`config.mk`:
```
export PLATFORM = sky130hd
export DESIGN_NAME = mem_line_obi_arbiter_flat
export DESIGN_NICKNAME = d
export VERILOG_FILES = /design/src/rtl/mem_line_obi_arbiter_if.sv /design/src/rtl/mem_line_obi_arbiter.sv /design/src/flat_wrapper.sv
export SDC_FILE = /design/constraint.sdc
export NUM_CORES = 2
export LEC_CHECK = 0
export ABC_AREA = 1
export ABC_CLOCK_PERIOD_IN_PS = 6000
export CELL_PAD_IN_SITES_DETAIL_PLACEMENT = 1
export CELL_PAD_IN_SITES_GLOBAL_PLACEMENT = 2
export CORE_AREA = 2 2 731 733
export CTS_BUF_LIST = sky130_fd_sc_hd__clkbuf_4 sky130_fd_sc_hd__clkbuf_8 sky130_fd_sc_hd__clkbuf_16
export CTS_CLUSTER_DIAMETER = 150
export DETAILED_ROUTE_END_ITERATION = 12
export DIE_AREA = 0 0 733 735
export GPL_ROUTABILITY_DRIVEN = 0
export PLACE_DENSITY_LB_ADDON = 0.1
export SYNTH_ARGS = -nofsm -noshare
export SYNTH_HDL_FRONTEND = slang
export SYNTH_SLANG_ARGS = --single-unit
```
`constraint.sdc`:
```
create_clock -name clk_i -period 6 [get_ports clk_i]
set_clock_uncertainty 0.15 [all_clocks]
set_input_delay 1.5 -clock clk_i [delete_from_list [all_inputs] [get_ports clk_i]]
set_output_delay 1.5 -clock clk_i [all_outputs]
set_load 0.01 [all_outputs]
```
`src/rtl/mem_line_obi_arbiter_if.sv`:
```
// Bundles the cache-side line channels and the 32-bit OBI master port of
// mem_line_obi_arbiter.
//   slave  : the arbiter's view (accepts line requests, drives OBI requests)
//   master : the environment's view (cache channels plus OBI memory)
// Channel request/response signals are per-channel packed vectors. The
// response data and tag are shared by all channels and qualified by
// ch_rsp_valid_o.
interface mem_line_obi_arbiter_if #(
    parameter int unsigned NUM_CH     = 2,
    parameter int unsigned LINE_WIDTH = 512,
    parameter int unsigned ADDR_WIDTH = 26,
    parameter int unsigned TAG_WIDTH  = 8
);
    localparam int unsigned BE_WIDTH = LINE_WIDTH / 8;

    logic [NUM_CH-1:0]                  ch_req_valid_i;
    logic [NUM_CH-1:0]                  ch_req_ready_o;
    logic [NUM_CH-1:0]                  ch_req_rw_i;
    logic [NUM_CH-1:0][ADDR_WIDTH-1:0]  ch_req_addr_i;
    logic [NUM_CH-1:0][BE_WIDTH-1:0]    ch_req_byteen_i;
    logic [NUM_CH-1:0][LINE_WIDTH-1:0]  ch_req_data_i;
    logic [NUM_CH-1:0][TAG_WIDTH-1:0]   ch_req_tag_i;
    logic [NUM_CH-1:0]                  ch_rsp_valid_o;
    logic [NUM_CH-1:0]                  ch_rsp_ready_i;
    logic [LINE_WIDTH-1:0]              ch_rsp_data_o;
    logic [TAG_WIDTH-1:0]               ch_rsp_tag_o;

    logic                               obi_req_o;
    logic                               obi_gnt_i;
    logic [31:0]                        obi_addr_o;
    logic                               obi_we_o;
    logic [3:0]                         obi_be_o;
    logic [31:0]                        obi_wdata_o;
    logic                               obi_rvalid_i;
    logic [31:0]                        obi_rdata_i;

    modport slave (
        input  ch_req_valid_i, ch_req_rw_i, ch_req_addr_i, ch_req_byteen_i,
        input  ch_req_data_i, ch_req_tag_i, ch_rsp_ready_i,
        output ch_req_ready_o, ch_rsp_valid_o, ch_rsp_data_o, ch_rsp_tag_o,
        output obi_req_o, obi_addr_o, obi_we_o, obi_be_o, obi_wdata_o,
        input  obi_gnt_i, obi_rvalid_i, obi_rdata_i
    );

    modport master (
        output ch_req_valid_i, ch_req_rw_i, ch_req_addr_i, ch_req_byteen_i,
        output ch_req_data_i, ch_req_tag_i, ch_rsp_ready_i,
        input  ch_req_ready_o, ch_rsp_valid_o, ch_rsp_data_o, ch_rsp_tag_o,
        input  obi_req_o, obi_addr_o, obi_we_o, obi_be_o, obi_wdata_o,
        output obi_gnt_i, obi_rvalid_i, obi_rdata_i
    );
endinterface

```
`src/rtl/mem_line_obi_arbiter.sv`:
```
// Round-robin arbiter that serialises cache-line requests from NUM_CH
// channels onto a single 32-bit OBI master, one beat outstanding at a time.
// Reads gather BEATS words into a line buffer and return it on the
// requesting channel; writes skip beats with no byte enables and return
// nothing.
// Ports:
//   clk_i : clock, rising edge
//   rst_i : synchronous active-high reset
//   bus   : channel request/response handshakes and OBI master signals
module mem_line_obi_arbiter #(
    parameter int unsigned NUM_CH     = 2,
    parameter int unsigned LINE_WIDTH = 512,
    parameter int unsigned ADDR_WIDTH = 26,
    parameter int unsigned TAG_WIDTH  = 8
) (
    input logic                    clk_i,
    input logic                    rst_i,
    mem_line_obi_arbiter_if.slave  bus
);
    localparam int unsigned BEATS    = LINE_WIDTH / 32;
    localparam int unsigned BE_WIDTH = LINE_WIDTH / 8;
    localparam int unsigned OFS_W    = $clog2(BE_WIDTH);
    localparam int unsigned BEAT_W   = (BEATS > 1) ? $clog2(BEATS) : 1;
    localparam int unsigned CH_W     = (NUM_CH > 1) ? $clog2(NUM_CH) : 1;
    localparam int unsigned BYTE_AW  = ADDR_WIDTH + OFS_W;

    typedef enum logic [1:0] {IDLE, SEND, WAIT_R, RESP} state_t;

    state_t                  state_q, state_d;
    logic [CH_W-1:0]         last_q, ch_q;
    logic                    rw_q;
    logic [ADDR_WIDTH-1:0]   addr_q;
    logic [BE_WIDTH-1:0]     byteen_q;
    logic [LINE_WIDTH-1:0]   data_q;
    logic [TAG_WIDTH-1:0]    tag_q;
    logic [BEAT_W-1:0]       beat_q;

    logic                    gnt_found;
    logic [CH_W-1:0]         gnt_idx, cand;
    logic [BEATS-1:0]        beat_active;
    logic                    send_found, more_found;
    logic [BEAT_W-1:0]       send_beat;
    logic                    accept, beat_granted, beat_done;
    logic [BYTE_AW-1:0]      byte_base;

    // Round-robin search beginning one past the last granted channel
    always_comb begin
        gnt_found = 1'b0;
        gnt_idx   = '0;
        cand      = '0;
        for (int unsigned i = 0; i < NUM_CH; i++) begin
            cand = CH_W'((32'(last_q) + i + 32'd1) % NUM_CH);
            if (!gnt_found && bus.ch_req_valid_i[cand]) begin
                gnt_found = 1'b1;
                gnt_idx   = cand;
            end
        end
    end

    // Beats that need an OBI transfer: all of them on reads, enabled ones on writes.
    // send_beat is the next such beat at or after beat_q; more_found says one
    // exists strictly after beat_q (i.e. the beat in flight is not the last).
    always_comb begin
        beat_active = '0;
        send_found  = 1'b0;
        send_beat   = '0;
        more_found  = 1'b0;
        for (int unsigned b = 0; b < BEATS; b++) begin
            beat_active[b] = !rw_q || (|byteen_q[b*4 +: 4]);
            if (!send_found && beat_active[b] && (b >= 32'(beat_q))) begin
                send_found = 1'b1;
                send_beat  = BEAT_W'(b);
            end
            if (beat_active[b] && (b > 32'(beat_q))) begin
                more_found = 1'b1;
            end
        end
    end

    // State register
    always_ff @(posedge clk_i) begin
        if (rst_i) begin
            state_q <= IDLE;
        end else begin
            state_q <= state_d;
        end
    end

    // Next state and channel/OBI outputs
    always_comb begin
        state_d            = state_q;
        accept             = 1'b0;
        beat_granted       = 1'b0;
        beat_done          = 1'b0;
        bus.ch_req_ready_o = '0;
        bus.ch_rsp_valid_o = '0;
        bus.obi_req_o      = 1'b0;

        unique case (state_q)
            IDLE: begin
                if (gnt_found) begin
                    accept  = 1'b1;
                    state_d = SEND;
                end
            end
            SEND: begin
                // send_found is only ever false for a write with no enabled bytes
                if (!send_found) begin
                    state_d = IDLE;
                end else if (bus.obi_gnt_i) begin
                    beat_granted = 1'b1;
                    state_d      = WAIT_R;
                end
            end
            WAIT_R: begin
                if (bus.obi_rvalid_i) begin
                    beat_done = 1'b1;
                    if (more_found) begin
                        state_d = SEND;
                    end else if (rw_q) begin
                        state_d = IDLE;
                    end else begin
                        state_d = RESP;
                    end
                end
            end
            RESP: begin
                if (bus.ch_rsp_ready_i[ch_q]) begin
                    state_d = IDLE;
                end
            end
            default: state_d = IDLE;
        endcase

        // Handshake outputs are forced low while reset is asserted
        if (!rst_i) begin
            if (state_q == IDLE && gnt_found) begin
                bus.ch_req_ready_o[gnt_idx] = 1'b1;
            end
            if (state_q == RESP) begin
                bus.ch_rsp_valid_o[ch_q] = 1'b1;
            end
            bus.obi_req_o = (state_q == SEND) && send_found;
        end
    end

    // OBI beat payload, stable for as long as beat_q and the captured request are
    assign byte_base         = {addr_q, {OFS_W{1'b0}}};
    assign bus.obi_addr_o    = 32'(byte_base) + 32'({send_beat, 2'b00});
    assign bus.obi_we_o      = rw_q;
    assign bus.obi_be_o      = rw_q ? byteen_q[32'(send_beat)*4 +: 4] : 4'hF;
    assign bus.obi_wdata_o   = data_q[32'(send_beat)*32 +: 32];
    assign bus.ch_rsp_data_o = data_q;
    assign bus.ch_rsp_tag_o  = tag_q;

    // Request capture, beat tracking and read line assembly
    always_ff @(posedge clk_i) begin
        if (rst_i) begin
            last_q   <= CH_W'(NUM_CH - 1);
            ch_q     <= '0;
            rw_q     <= 1'b0;
            addr_q   <= '0;
            byteen_q <= '0;
            data_q   <= '0;
            tag_q    <= '0;
            beat_q   <= '0;
        end else begin
            if (accept) begin
                rw_q     <= bus.ch_req_rw_i[gnt_idx];
                addr_q   <= bus.ch_req_addr_i[gnt_idx];
                byteen_q <= bus.ch_req_byteen_i[gnt_idx];
                data_q   <= bus.ch_req_data_i[gnt_idx];
                tag_q    <= bus.ch_req_tag_i[gnt_idx];
                ch_q     <= gnt_idx;
                last_q   <= gnt_idx;
                beat_q   <= '0;
            end
            // beat_q tracks the beat actually in flight once granted
            if (beat_granted) begin
                beat_q <= send_beat;
            end
            if (beat_done) begin
                if (!rw_q) begin
                    data_q[32'(beat_q)*32 +: 32] <= bus.obi_rdata_i;
                end
                if (more_found) begin
                    beat_q <= beat_q + BEAT_W'(1);
                end
            end
        end
    end
endmodule

```
`src/flat_wrapper.sv`:
```
// flat-port wrapper written by rule: the top's interface ports become plain ports
module mem_line_obi_arbiter_flat 
#(
    parameter int unsigned NUM_CH     = 2,
    parameter int unsigned LINE_WIDTH = 512,
    parameter int unsigned ADDR_WIDTH = 26,
    parameter int unsigned TAG_WIDTH  = 8
)
  (clk_i, rst_i, bus_ch_req_valid_i, bus_ch_req_rw_i, bus_ch_req_addr_i, bus_ch_req_byteen_i, bus_ch_req_data_i, bus_ch_req_tag_i, bus_ch_rsp_ready_i, bus_ch_req_ready_o, bus_ch_rsp_valid_o, bus_ch_rsp_data_o, bus_ch_rsp_tag_o, bus_obi_req_o, bus_obi_addr_o, bus_obi_we_o, bus_obi_be_o, bus_obi_wdata_o, bus_obi_gnt_i, bus_obi_rvalid_i, bus_obi_rdata_i);
  mem_line_obi_arbiter_if #(.NUM_CH(NUM_CH), .LINE_WIDTH(LINE_WIDTH), .ADDR_WIDTH(ADDR_WIDTH), .TAG_WIDTH(TAG_WIDTH)) bus_i ();
  input logic clk_i;
  input logic rst_i;
  input wire logic [$bits(bus_i.ch_req_valid_i)-1:0] bus_ch_req_valid_i;
  input wire logic [$bits(bus_i.ch_req_rw_i)-1:0] bus_ch_req_rw_i;
  input wire logic [$bits(bus_i.ch_req_addr_i)-1:0] bus_ch_req_addr_i;
  input wire logic [$bits(bus_i.ch_req_byteen_i)-1:0] bus_ch_req_byteen_i;
  input wire logic [$bits(bus_i.ch_req_data_i)-1:0] bus_ch_req_data_i;
  input wire logic [$bits(bus_i.ch_req_tag_i)-1:0] bus_ch_req_tag_i;
  input wire logic [$bits(bus_i.ch_rsp_ready_i)-1:0] bus_ch_rsp_ready_i;
  output wire logic [$bits(bus_i.ch_req_ready_o)-1:0] bus_ch_req_ready_o;
  output wire logic [$bits(bus_i.ch_rsp_valid_o)-1:0] bus_ch_rsp_valid_o;
  output wire logic [$bits(bus_i.ch_rsp_data_o)-1:0] bus_ch_rsp_data_o;
  output wire logic [$bits(bus_i.ch_rsp_tag_o)-1:0] bus_ch_rsp_tag_o;
  output wire logic [$bits(bus_i.obi_req_o)-1:0] bus_obi_req_o;
  output wire logic [$bits(bus_i.obi_addr_o)-1:0] bus_obi_addr_o;
  output wire logic [$bits(bus_i.obi_we_o)-1:0] bus_obi_we_o;
  output wire logic [$bits(bus_i.obi_be_o)-1:0] bus_obi_be_o;
  output wire logic [$bits(bus_i.obi_wdata_o)-1:0] bus_obi_wdata_o;
  input wire logic [$bits(bus_i.obi_gnt_i)-1:0] bus_obi_gnt_i;
  input wire logic [$bits(bus_i.obi_rvalid_i)-1:0] bus_obi_rvalid_i;
  input wire logic [$bits(bus_i.obi_rdata_i)-1:0] bus_obi_rdata_i;
  assign bus_i.ch_req_valid_i = bus_ch_req_valid_i;
  assign bus_i.ch_req_rw_i = bus_ch_req_rw_i;
  assign bus_i.ch_req_addr_i = bus_ch_req_addr_i;
  assign bus_i.ch_req_byteen_i = bus_ch_req_byteen_i;
  assign bus_i.ch_req_data_i = bus_ch_req_data_i;
  assign bus_i.ch_req_tag_i = bus_ch_req_tag_i;
  assign bus_i.ch_rsp_ready_i = bus_ch_rsp_ready_i;
  assign bus_ch_req_ready_o = bus_i.ch_req_ready_o;
  assign bus_ch_rsp_valid_o = bus_i.ch_rsp_valid_o;
  assign bus_ch_rsp_data_o = bus_i.ch_rsp_data_o;
  assign bus_ch_rsp_tag_o = bus_i.ch_rsp_tag_o;
  assign bus_obi_req_o = bus_i.obi_req_o;
  assign bus_obi_addr_o = bus_i.obi_addr_o;
  assign bus_obi_we_o = bus_i.obi_we_o;
  assign bus_obi_be_o = bus_i.obi_be_o;
  assign bus_obi_wdata_o = bus_i.obi_wdata_o;
  assign bus_i.obi_gnt_i = bus_obi_gnt_i;
  assign bus_i.obi_rvalid_i = bus_obi_rvalid_i;
  assign bus_i.obi_rdata_i = bus_obi_rdata_i;
  mem_line_obi_arbiter #(.NUM_CH(NUM_CH), .LINE_WIDTH(LINE_WIDTH), .ADDR_WIDTH(ADDR_WIDTH), .TAG_WIDTH(TAG_WIDTH)) u_core (.clk_i(clk_i), .rst_i(rst_i), .bus(bus_i));
endmodule
```
==> flow_summary.json <==
{
  "dp_hpwl_mm": 584,
  "peakVddDrop_uv": 227,
  "whs_endpoint": "u_core.last_q",
  "min_path_cells": 2,
  "syn_area_per_cell_um2": 6.18,
  "hold_path.class": "flip-flop to flip-flop",
  "ys_seq_area_frac": 0.320,
  "ff2ff_setup_slack_ps": 200,
  "firstDrtPassIters": 7,
  "grt_pass1_wl_mm": 860,
  "start_kind": "flip-flop",
  "endpoint_kind": "output pin",
  "synth_async_sr_flop_share": 0,
  "cap_violations": 0,
  "finalWorstSetupSlack_ps": -136,
  "cts.clk_slew.worst_paths_ps": 60,
  "r2r_cells": 42,
  "status": "finished, violations left",
  "grtUsageTotal": 0.253,
  "rows": 268,
  "numCtsBuffers": 115,
  "wirelength_mm": 713,
  "cts_tree": "done",
  "grt_pass1_vias": 61950,
  "grt_max_degree": 151,
  "drv_slew": 0,
  "die-height_um": 735,
  "reg2reg_from": "u_core.beat_q[1]",
  "cellPowerDensity_nw_per_um2": 484,
  "yosysTopAreaCellShare": 0.320,
  "clock_path_buffers": 4,
  "synth_ff_type": "dfxtp_1",
  "period_share": 1.02,
  "core_um2": 531000,
  "place_area_um2": 67000,
  "nets": 9410,
  "drive_gt1_frac": 0.146,
  "start_util": 0.0729,
  "die_x_um": 733,
  "wl_per_cell_um": 46.4,
  "synth_seq_cells": 619,
  "synth.distinct_cells": 45,
  "worstSkewPairLatency_ps": 930,
  "die_area_um2": 539000,
  "synth_top_area_cell": "dfxtp_1",
  "vias": 59781,
  "crit_type": "flip-flop to output pin",
  "antenna_left": 0,
  "hold_viol": 0,
  "path_max_fanout": 8,
  "overflow": 0,
  "cts.htree.levels": 3,
  "io_buffers": 1853,
  "violations": "negative setup slack",
  "r2r-end": "u_core.beat_q[1]",
  "cp.required_ps": 4350,
  "drc": 0,
  "area_growth_pct": 97.5,
  "period_minus_slack_ps": 6140,
  "setup_violations": 15,
  "clock-root-buffer": "clkbuf_16",
  "fmax_ghz": 0.163,
  "synth_edf_count": 0,
  "cts.sinks": 619,
  "ys_warn_count": 0,
  "fin_util": 0.144,
  "synth_area_um2": 38700,
  "netlist_instances": 6262,
  "fin_area_um2": 76400,
  "leakage_uw": 0.0264,
  "rsz0062_at_grt": "true",
  "io_pins": 1856,
  "drt_iter0_drc": 4517,
  "yosys-top-cells-area": "dfxtp_1 (32%), nand2_1 (18%), nand3_1 (8.4%)",
  "postCtsHoldBufs": 0,
  "critPathArrivalTime_ps": 4490,
  "worstHoldStart": "u_core.last_q",
  "tightest_slew_ps": 1410,
  "antenna_found_initial": 379,
  "slew_headroom": 0.0508,
  "via_per_inst": 3.90
}
per-layer routing:
metal,vias up,track usage,share of wire
met5,-,0,0.0014
met4,150,0.0550,0.028
met3,790,0.0680,0.069
met2,2675,0.428,0.47
met1,30842,0.321,0.43
li1,25324,-,-
cells in the final DEF, fill, tap and decap left out, drive strengths merged, types with 179 or more instances in the layout:
master and instances:
a221oi 192, inv 443, dfxtp 619, a21oi 505, buf 484, nand3 649, clkbuf 179, nand2 1866
clkdlybuf4s50 1812, o21ai 521, nor2 371
flip-flops by register name (all words and copies together), names as in the netlist:
signal / cells
u_core.byteen_q: 64
u_core.ch_q: 1
u_core.beat_q: 4
u_core.state_q: 2
u_core.bus.ch_rsp_tag_o: 8
u_core.bus.obi_we_o: 1
u_core.bus.ch_rsp_data_o: 512
u_core.last_q: 1
u_core.addr_q: 26
worst max-delay path by stage:
stage                          end              from  slack [ps]  cells after the start
3_3_place_gp    bus_obi_wdata_o[5]  u_core.beat_q[1]        -640                     24
4_1_cts        bus_obi_wdata_o[24]  u_core.beat_q[1]        -280                     24
5_1_grt        bus_obi_wdata_o[16]  u_core.beat_q[1]        -230                     21
2_1_floorplan  bus_obi_wdata_o[10]  u_core.beat_q[0]         980                     21
6_report       bus_obi_wdata_o[29]  u_core.beat_q[1]        -140                     21
3_5_place_dp    bus_obi_wdata_o[5]  u_core.beat_q[1]        -460                     24
cell families after synthesis:
logic type | count (synthesis) | share of synthesized area
AOI/OAI and AO/OA | 1557 | 0.242
buffers and inverters | 1006 | 0.104
xor gates and xnor gates | 1 | 0.000226
and+or+nand+nor | 3071 | 0.331
DFF | 619 | 0.320
other | 1 | 0.0000969
adders and majority gates | 7 | 0.00226
area by class of cell:
class                   count  area (um2)
repair inverters            2        20.0
inverters                 450        1790
diodes                     94         235
fillers                 63088      455000
well taps                7020        8780
clock inverters            34         459
clock buffers             172        3470
multi-input cells        4641       25000
repair buffers           2312       24200
flip-flops and latches    619       12400
stage by stage:
step,TNS [ps],instances,setup slack [ps],hold WS [ps],total power [uW]
after detailed placement,-1620,14865,-464,309,26100
after floorplan,0,6263,981,283,12200
after global routing,-5750,15271,-228,370,38300
after global placement,-3250,14864,-639,296,26100
final,-659,15344,-136,328,37000
after CTS,-7210,15206,-278,325,36800
timing repair:
item	CTS	global route
resized for setup	455	238
pin swaps	77	96
cloned	36	8
setup buffers	101	46
endpoints found under the setup margin	40	45
critical path, cell delays in order (launching register included):
cell and delay [ps]:
dfxtp_4 390, ha_4 190, nor2_4 120, nand2_4 80, nand2_4 90, a21oi_1 70
o21ai_0 200, nand2_1 110, nor2_2 140, nand2_1 80, nor2_2 130, nand2_4 100
inv_8 140, nand2_8 80, buf_16 170, buf_16 180, buf_8 140, o211ai_1 500
nand3_1 200, nand3_2 130, nand2_4 110, buf_12 150
report_power, final:
group / internal (uW) / switching, uW
combinational: 7650 / 14900
sequential: 5050 / 2000
clock: 4390 / 3010
synth_stat cells (2+ instances only):
master,number
o41ai_1,9
a211oi_1,2
o211ai_1,66
o21ai_0,422
nor4_1,91
buf_4,21
nand3_1,649
buf_2,71
o311ai_0,42
a311oi_1,8
nand4_2,3
a32oi_1,11
buf_1,20
a41oi_1,51
nand3b_1,14
nand2_2,4
clkinv_1,6
nand4_1,10
a221oi_1,192
nor3_1,67
dfxtp_1,619
a21oi_1,505
nor2_1,368
a22oi_1,38
buf_6,11
clkbuf_1,433
nor2_2,3
inv_2,10
inv_1,434
nand2_1,1858
o21ai_1,99
ha_1,7
a31oi_1,106
No activity file was read; power rests on OpenSTA's default activity.
